### config.mk
export PLATFORM = sky130hd
export DESIGN_NAME = lane_combat_ctrl
export DESIGN_NICKNAME = d
export VERILOG_FILES = /design/src/rtl/lane_pkg.sv /design/src/rtl/base_hp_counter.sv /design/src/rtl/lane_combat_ctrl.sv
export SDC_FILE = /design/constraint.sdc
export NUM_CORES = 1
export LEC_CHECK = 0
export BUFFER_PORTS_ARGS = -buffer_cell sky130_fd_sc_hd__clkbuf_2
export CORE_UTILIZATION = 60
export CTS_BUF_LIST = sky130_fd_sc_hd__clkbuf_16
export DETAILED_ROUTE_END_ITERATION = 12
export GPL_TIMING_DRIVEN = 0
export HOLD_SLACK_MARGIN = 0.05
export PLACE_DENSITY = 0.87
export SYNTH_ARGS = -nofsm -noshare
export SYNTH_HDL_FRONTEND = slang
export SYNTH_SLANG_ARGS = --single-unit
### constraint.sdc
create_clock -name clk -period 8.7 [get_ports clk]
set_input_delay 0.87 -clock clk [delete_from_list [all_inputs] [get_ports clk]]
set_output_delay 0.87 -clock clk [all_outputs]
set_load 0.03 [all_outputs]
### src/rtl/lane_pkg.sv
// Shared definitions for the lane referee: state encoding, lane geometry,
// base health and the per-tick strobe decision.
package lane_pkg;

    localparam int DMG_W = 8;
    localparam int POS_W = 9;

    localparam logic [POS_W-1:0] PLAYER_SPAWN_POS = 9'h1FF;
    localparam logic [POS_W-1:0] ENEMY_SPAWN_POS  = 9'd0;
    localparam logic [POS_W-1:0] MAX_POS          = 9'd510;
    localparam logic [POS_W-1:0] RANGE            = 9'd1;
    localparam logic [DMG_W-1:0] BASE_HP          = 8'd255;

    typedef enum logic [3:0] {
        ST_IDLE  = 4'b0001,
        ST_EVAL  = 4'b0010,
        ST_APPLY = 4'b0100,
        ST_OVER  = 4'b1000
    } lane_state_t;

    typedef struct packed {
        logic p_move;
        logic p_hit;
        logic e_move;
        logic e_hit;
    } decision_t;

    // Units touch once they have crossed or sit within range of each other;
    // the difference is taken one bit wider so it never wraps.
    function automatic logic in_contact(input logic [POS_W-1:0] p_pos,
                                        input logic [POS_W-1:0] e_pos,
                                        input logic [POS_W-1:0] range);
        logic [POS_W:0] diff;
        diff = {1'b0, p_pos} - {1'b0, e_pos};
        return (p_pos < e_pos) || (diff <= {1'b0, range});
    endfunction

endpackage

### src/rtl/base_hp_counter.sv
// Saturating down-counter holding one base's health; loads LOAD on reset.
module base_hp_counter
    import lane_pkg::*;
#(
    parameter logic [DMG_W-1:0] LOAD = BASE_HP
) (
    input  logic             clk,
    input  logic             rst_n,
    input  logic             sub_en,
    input  logic [DMG_W-1:0] amount,
    output logic [DMG_W-1:0] count,
    output logic             zero
);

    logic [DMG_W-1:0] count_next;

    always_comb begin
        count_next = count;
        if (sub_en) begin
            count_next = (amount >= count) ? '0 : count - amount;
        end
    end

    always_ff @(posedge clk or negedge rst_n) begin
        if (!rst_n) begin
            count <= LOAD;
        end else begin
            count <= count_next;
        end
    end

    assign zero = (count == '0);

endmodule

### src/rtl/lane_combat_ctrl.sv
// Per-lane referee: on each game tick decides whether the two units fight,
// advance or strike the opposing base, and tracks both base health counters.
module lane_combat_ctrl
    import lane_pkg::*;
#(
    parameter logic [POS_W-1:0] MAX_POS = lane_pkg::MAX_POS,
    parameter logic [POS_W-1:0] RANGE   = lane_pkg::RANGE,
    parameter logic [DMG_W-1:0] BASE_HP = lane_pkg::BASE_HP
) (
    input  logic             clk,
    input  logic             reset,
    input  logic             gameTick,
    input  logic             pAlive,
    input  logic [POS_W-1:0] pPosition,
    input  logic [DMG_W-1:0] pDamageOut,
    input  logic             eAlive,
    input  logic [POS_W-1:0] ePosition,
    input  logic [DMG_W-1:0] eDamageOut,
    output logic             pMoveSCEN,
    output logic             pDamageSCEN,
    output logic [DMG_W-1:0] pDamageIn,
    output logic             eMoveSCEN,
    output logic             eDamageSCEN,
    output logic [DMG_W-1:0] eDamageIn,
    output logic [DMG_W-1:0] playerBaseHP,
    output logic [DMG_W-1:0] enemyBaseHP,
    output logic             gameOver,
    output logic             playerWins,
    output logic             tickOverrun
);

    lane_state_t state_reg, state_next;

    logic             p_alive_reg, e_alive_reg;
    logic [POS_W-1:0] p_pos_reg, e_pos_reg;
    logic [DMG_W-1:0] p_power_reg, e_power_reg;

    decision_t        dec_reg, dec_next;
    logic             hit_enemy_base, hit_player_base, contact;
    logic [DMG_W-1:0] p_dmg_in_reg, e_dmg_in_reg;
    logic             game_over_reg, player_wins_reg, overrun_reg;
    logic             p_base_zero, e_base_zero;
    logic             in_eval, in_apply;

    assign in_eval  = (state_reg == ST_EVAL);
    assign in_apply = (state_reg == ST_APPLY);

    always_ff @(posedge clk or negedge reset) begin
        if (!reset) begin
            state_reg <= ST_IDLE;
        end else begin
            state_reg <= state_next;
        end
    end

    always_comb begin
        state_next = state_reg;
        case (state_reg)
            ST_IDLE:  if (gameTick) state_next = ST_EVAL;
            ST_EVAL:  state_next = ST_APPLY;
            ST_APPLY: state_next = (p_base_zero || e_base_zero) ? ST_OVER : ST_IDLE;
            ST_OVER:  state_next = ST_OVER;
            default:  state_next = ST_IDLE;
        endcase
    end

    // Inputs are frozen on the accepted tick so the decision ignores later churn.
    always_ff @(posedge clk or negedge reset) begin
        if (!reset) begin
            p_alive_reg <= 1'b0;
            e_alive_reg <= 1'b0;
            p_pos_reg   <= '0;
            e_pos_reg   <= '0;
            p_power_reg <= '0;
            e_power_reg <= '0;
        end else if (state_reg == ST_IDLE && gameTick) begin
            p_alive_reg <= pAlive;
            e_alive_reg <= eAlive;
            p_pos_reg   <= pPosition;
            e_pos_reg   <= ePosition;
            p_power_reg <= pDamageOut;
            e_power_reg <= eDamageOut;
        end
    end

    always_comb begin
        dec_next        = '0;
        hit_enemy_base  = 1'b0;
        hit_player_base = 1'b0;
        contact         = p_alive_reg && e_alive_reg && in_contact(p_pos_reg, e_pos_reg, RANGE);
        if (contact) begin
            dec_next.p_hit = 1'b1;
            dec_next.e_hit = 1'b1;
        end else begin
            if (p_alive_reg) begin
                if (p_pos_reg != '0) dec_next.p_move = 1'b1;
                else                 hit_enemy_base  = 1'b1;
            end
            if (e_alive_reg) begin
                if (e_pos_reg != MAX_POS) dec_next.e_move  = 1'b1;
                else                      hit_player_base = 1'b1;
            end
        end
    end

    always_ff @(posedge clk or negedge reset) begin
        if (!reset) begin
            dec_reg      <= '0;
            p_dmg_in_reg <= '0;
            e_dmg_in_reg <= '0;
        end else if (in_eval) begin
            dec_reg <= dec_next;
            if (contact) begin
                p_dmg_in_reg <= e_power_reg;
                e_dmg_in_reg <= p_power_reg;
            end
        end
    end

    // Base health lands on the EVAL->APPLY edge, so APPLY sees the new zero flags.
    base_hp_counter #(.LOAD(BASE_HP)) u_player_base (
        .clk    (clk),
        .rst_n  (reset),
        .sub_en (in_eval && hit_player_base),
        .amount (e_power_reg),
        .count  (playerBaseHP),
        .zero   (p_base_zero)
    );

    base_hp_counter #(.LOAD(BASE_HP)) u_enemy_base (
        .clk    (clk),
        .rst_n  (reset),
        .sub_en (in_eval && hit_enemy_base),
        .amount (p_power_reg),
        .count  (enemyBaseHP),
        .zero   (e_base_zero)
    );

    always_ff @(posedge clk or negedge reset) begin
        if (!reset) begin
            game_over_reg   <= 1'b0;
            player_wins_reg <= 1'b0;
            overrun_reg     <= 1'b0;
        end else begin
            if (in_apply && (p_base_zero || e_base_zero)) begin
                game_over_reg   <= 1'b1;
                player_wins_reg <= e_base_zero && !p_base_zero;
            end
            if (gameTick && (in_eval || in_apply)) begin
                overrun_reg <= 1'b1;
            end
        end
    end

    assign pMoveSCEN   = in_apply && dec_reg.p_move;
    assign pDamageSCEN = in_apply && dec_reg.p_hit;
    assign eMoveSCEN   = in_apply && dec_reg.e_move;
    assign eDamageSCEN = in_apply && dec_reg.e_hit;
    assign pDamageIn   = p_dmg_in_reg;
    assign eDamageIn   = e_dmg_in_reg;
    assign gameOver    = game_over_reg;
    assign playerWins  = player_wins_reg;
    assign tickOverrun = overrun_reg;

endmodule

* Yosys cells after proc, flatten, opt, wreduce, memory -nomap -nowiden
Cells that the tools add are included.
Operators by class: add/subtract/negate cells 3, mux-type cells 18, magnitude comparators 4, equal/unequal tests 6, reductions and logical operators 19
Operators by type and width (number):
- 8-bit >= comparator | 2
- 8-bit zero test | 2
- 8-bit 2-to-1 mux | 2
- 4-bit case mux with 4 select lines | 1
- 8-bit subtractor | 2
- 1-bit 2-to-1 mux | 13
- 1-bit logical AND | 11
- 10-bit by 1-bit less-or-equal comparator with 1-bit output, second input constant | 1
- 9-bit by 9-bit subtractor with 10-bit output | 1
- 9-bit < comparator | 1
- 9-bit != test, second input constant | 1
- 9-bit nonzero test | 1
- 4-bit 2-to-1 mux | 2
- 4-bit by 1-bit equality test with 1-bit output, second input constant | 1
- 4-bit by 2-bit equality test with 1-bit output, second input constant | 1
- 4-bit by 3-bit equality test with 1-bit output, second input constant | 1
- 4-bit equality test, second input constant | 1
- 1-bit logical OR | 3
- 2-bit != test, second input constant | 1
- 2-bit AND reduction | 1
- 1-bit zero test | 1
Word-level totals: register bits after elaboration 78, word-level logic and storage cells 67, output and inout bits 39, input port bits 39

* Logic depth before layout (Yosys ltp)
word-level depth 6, gate-level depth with buffers 12, gate-level depth less buffers 11

* Hierarchy
Synthesis repeated with hierarchy kept, for this count alone.
Second synthesis, totals: cells, all modules 555, area, all modules 4793.3 um2
By module, submodules not included:
- lane_combat_ctrl | cells each 397, times used 1, area an instance 3348.2 um2
- base_hp_counter at u_enemy_base | cells each 79, times used 1, area an instance 723.2 um2
- base_hp_counter at u_player_base | cells each 79, times used 1, area an instance 721.9 um2

* Worst setup path after synthesis
No wires, ideal clock.
kind register -> register, start point reg p_pos_reg[0], end point reg e_dmg_in_reg[1] (netlist: eDamageIn[1]), buffers on the path 1, setup slack 5584 ps, required time 8575 ps, arrival 2991 ps, cell stages (with the launch flop) 13, path through dfrtp_1 inv_1 ha_1 inv_1 fa_1 a21oi_1 a2bb2oi_1 a21oi_1 or3_1 a2111o_1 a21oi_4 buf_12 mux2_4
Between the ends: word-level cells in the longest chain between the ends 5, elaborated cells on any way between the ends 6, classes of those cells add/sub: 1; order compare: 2; reduce/logical: 3
Ends and longest elaborated chain:
- start: declaration | line lane_combat_ctrl.sv:35 | logic [POS_W-1:0] p_pos_reg, e_pos_reg;
- start signal: assignment | line lane_combat_ctrl.sv:79 | p_pos_reg <= pPosition;
- 9-bit by 9-bit subtractor with 10-bit output | line lane_pkg.sv:34 | diff = {1'b0, p_pos} - {1'b0, e_pos};
- 10-bit by 1-bit less-or-equal comparator with 1-bit output | line lane_pkg.sv:35 | return (p_pos < e_pos) || (diff <= {1'b0, range});
- 1-bit logical OR * | line lane_pkg.sv:35
- 1-bit logical AND * | line lane_combat_ctrl.sv:90 | contact = p_alive_reg && e_alive_reg && in_contact(p_pos_reg, e_pos_reg, RANGE);
- 2-bit AND reduction (no source line) *
- end signal: assignment | line lane_combat_ctrl.sv:115 | e_dmg_in_reg <= p_power_reg;
- end: declaration | line lane_combat_ctrl.sv:40 | logic [DMG_W-1:0] p_dmg_in_reg, e_dmg_in_reg;
Mark *: on every way between the ends. The rest lies on a longest branch, timed or not. A chain may end at the register's enable or synchronous reset.

* Worst setup path after layout
start point reg p_pos_reg[0], end point reg e_dmg_in_reg[4] (netlist: eDamageIn[4])
The elaborated chain is that of the path after synthesis.

==> results.txt <==
- The via count of the first global-routing pass is 3666.
- Layout Skew: roughly 0.0076 ns
- Entering global routing, the biggest net connects 42 pins.
* Starting Density: 62.9%
- Number of library cell types mapped by synthesis: 55
- Fin Setup TNS: 0 ns
- The post-route netlist has 27.7% of its cells at a drive strength greater than 1.
* Clock Root Buffer: sky130_fd_sc_hd__clkbuf_16
* Post-route clock period utilization: 40.8%
- Pre-antenna DRT Iters: 4
* Remaining number of nets flagged by the antenna check after routing: 0
* Category of the worst setup path launch point: register
- Net count after synthesis: ~500
- In this run the biggest area consumer among cell types represents a little over a third of the synthesized area.
- Counting every instance in the synthesized netlist gives approximately 440.
- Cell area power density: between 300 and 400 nW/µm²
- Worst r2r path cells: 12
* Highest clock rate: roughly 280 MHz
- Unrepaired setup endpoints after global routing: false
- Outcome: finished, final reports clean
- Drt wl/cell: approximately 17 µm
- The first global-routing pass estimated 17700 µm of wire.
* Worst voltage drop across the vdd grid: 225 µV
- Worst hold path type: register to register
- CTS sink count: 78
* Hold-fix buffers at CTS: 0
- From left edge to right edge, the die measures ~87 µm.
* Yosys Warn Count: 0
- Startpoint of the worst setup timing path: p_pos_reg[0]
- The tightest hold path in the finished design has a slack of 0.469 ns.
- Aggregate routed wire length: roughly 11000 µm
- Of all nets on the critical path, the largest fanout is 10.
- Floorplan core area: 6910 µm²
- Commonest register cell after synthesis: sky130_fd_sc_hd__dfrtp_1
- After synthesis, the share of flip-flops with an asynchronous set or reset is 100%.
- After detailed routing, the number of vias per cell comes to between 5 and 6.
* Top library cells by usage in the layout, fill and taps aside: sky130_fd_sc_hd__clkbuf_2 (76), sky130_fd_sc_hd__nand2_1 (63), sky130_fd_sc_hd__dfrtp_1 (61)
* Avg Synthesized Cell Area: roughly 9.9 µm²
- Detailed placement ended at an HPWL of around 7600 µm.
- Counting the buffers created by CTS gives 9.
- Post-layout min period: ~3.6 ns
- After floorplanning, the core was divided into 30 placement rows.
- Area Overhead vs Synth: 19.9%
- In this run, synthesis produced a sequential element count of slightly below 80.
- Latest clock arrival within the worst-skew pair: between 0.3 and 0.4 ns
* Initial antenna violation count: 0
- Setup slack of the most critical reg-to-reg path: just over 5 ns
- EDFF count, synth: 0
* Initial drt markers: just over 200
* Critical path arrival: 3.77 ns
- The count of final hold-check violations was 0.
- Biggest area contributors in the synthesized netlist: sky130_fd_sc_hd__dfrtp_1 (35%), sky130_fd_sc_hd__dfstp_2 (10%), sky130_fd_sc_hd__ha_1 (7.2%)
- Worst Setup EP: eDamageIn[4]
- Summed over all layers, the global routing overflow is 0.
- Buffer count from post-CTS setup fixing: 0
- In this run the static leakage power is around 2.5 nW.
* Worst slew pin tran: 0.939 ns
* Number of design rule violations left after detail routing: 0
* CTS tree: built
- Data required time at the worst endpoint: 8.92 ns
- The die is 87.1 µm tall.
* Crit Path Category: register to register
- The tool flagged a number of max-cap violations equal to 0.
* Reg2Reg Capture Point: eDamageIn[4]
- R2r startpoint: p_pos_reg[0]
* Final Setup Violations: 0
- Total Die Area: around 7600 µm²
- Across every metal layer, demand over resource in global routing totals between 30% and 40%.
* Global placement routability congestion: about 0.90
- In this run, post-CTS repair resized a total of 0 instances.
* Deepest level of the CTS H-tree: 3
- The synthesized netlist occupies a cell area of around 4300 µm².
- The worst pin sits at a relative slew slack of 37.0%.
- Routed via count: 3686
- The final max-slew violation count is 0.
- Number of antenna repair diodes: 0
- Most common library cell in the layout ignoring fill and taps: sky130_fd_sc_hd__clkbuf_2
* Clock-pin slew of the registers on the worst-case setup and hold paths: about 0.060 ns
- Count of buffers from port buffering: between 70 and 80
- Sequential element share of the synthesized area: approximately 45%
- Largest area contributor in the netlist: sky130_fd_sc_hd__dfrtp_1
- Number of nets in the layout: between 500 and 600
- Buffer depth of the longest clock path: 2
- The worst setup path is captured at a register.
* Boundary pin count: a little under 80
==> worst max-delay path: stages (launching register included) <==
cell and delay (ns):
sky130_fd_sc_hd__dfrtp_1 0.40, sky130_fd_sc_hd__inv_1 0.08, sky130_fd_sc_hd__ha_1 0.18, sky130_fd_sc_hd__inv_1 0.06, sky130_fd_sc_hd__fa_1 0.41, sky130_fd_sc_hd__a21oi_1 0.21
sky130_fd_sc_hd__a2bb2oi_1 0.21, sky130_fd_sc_hd__a21oi_1 0.17, sky130_fd_sc_hd__or3_1 0.33, sky130_fd_sc_hd__a2111o_1 0.51, sky130_fd_sc_hd__a21oi_4 0.35, sky130_fd_sc_hd__buf_12 0.21
sky130_fd_sc_hd__mux2_4 0.31
==> worst min-delay path by stage <==
stage,slack (ns),cells after the start,start,end
2_1_floorplan,0.45,1,dec_reg[3],dec_reg[3]
3_3_place_gp,0.45,1,tickOverrun,tickOverrun
3_5_place_dp,0.46,1,gameOver,gameOver
4_1_cts,0.48,1,gameOver,gameOver
5_1_grt,0.49,1,tickOverrun,tickOverrun
6_report,0.47,1,tickOverrun,tickOverrun
==> logic make-up after synthesis <==
group | Yosys count | synth area share [%]
adders and majority gates | 28 | 8.59
AOI/OAI and AO/OA | 88 | 13.0
muxes | 29 | 8.39
DFF | 78 | 45.4
and+or+nand+nor | 146 | 16.5
buffers and inverters | 55 | 5.39
xor gates and xnor gates | 13 | 2.62
==> power breakdown <==
| group | switching [W] | leakage (nW) | internal [W] |
|---|---|---|---|
| Sequential | 0.0000898 | 0.947 | 0.000487 |
| Clock | 0.000151 | 0.171 | 0.000279 |
| Combinational | 0.000551 | 1.43 | 0.000355 |
| Total | 0.000792 | 2.55 | 0.00112 |
==> layer usage <==
layer  share of wire (%)  vias to the layer above  global-route usage [%]
met5                   0                        -                       0
met4                 2.4                        0                    13.3
met3                 5.9                       24                    4.64
met2                  49                      133                    51.0
met1                  43                     1811                    40.7
li1                    -                     1718                       -
==> synth_stat cells (all sizes together) (2+ instances only) <==
cell,n
nand2,63
dfrtp,61
inv,44
o21ai,33
mux2,29
ha,25
a21oi,17
dfstp,17
nor2,15
nor3,12
nand3,10
xnor2,10
nor4,8
clkbuf,7
a21o,6
nand4,6
nor2b,5
nor4b,5
or3,5
a31oi,4
and2,4
or2,4
a41o,3
buf,3
fa,3
nor3b,3
o21bai,3
o22ai,3
xor2,3
a2111o,2
a211o,2
a211oi,2
nand4b,2
o211ai,2
==> cell type report <==
cell class	instances	area [µm²]
buffer	10	65.1
clock buffer	9	225
clock inverter	7	113
fill	495	1700
inverter	45	169
multi-input combinational	304	2130
sequential	78	1970
tap	96	120
timing repair buffer	78	408
==> per-stage QoR <==
step | cells | setup WS (ns) | cell area (µm²) | total power, W | util, %
5_1_grt | 627 | 5.03 | 5210 | 0.00203 | 75.4
4_1_cts | 627 | 5.17 | 5210 | 0.00190 | 75.4
3_5_place_dp | 611 | 5.20 | 4870 | 0.00145 | 70.5
3_3_place_gp | 610 | 5.29 | 4850 | 0.00140 | 70.2
6_report | 627 | 5.15 | 5210 | 0.00191 | 75.4
2_1_floorplan | 437 | 5.58 | 4340 | 0.00123 | -
(Power assumes the default switching activity.)
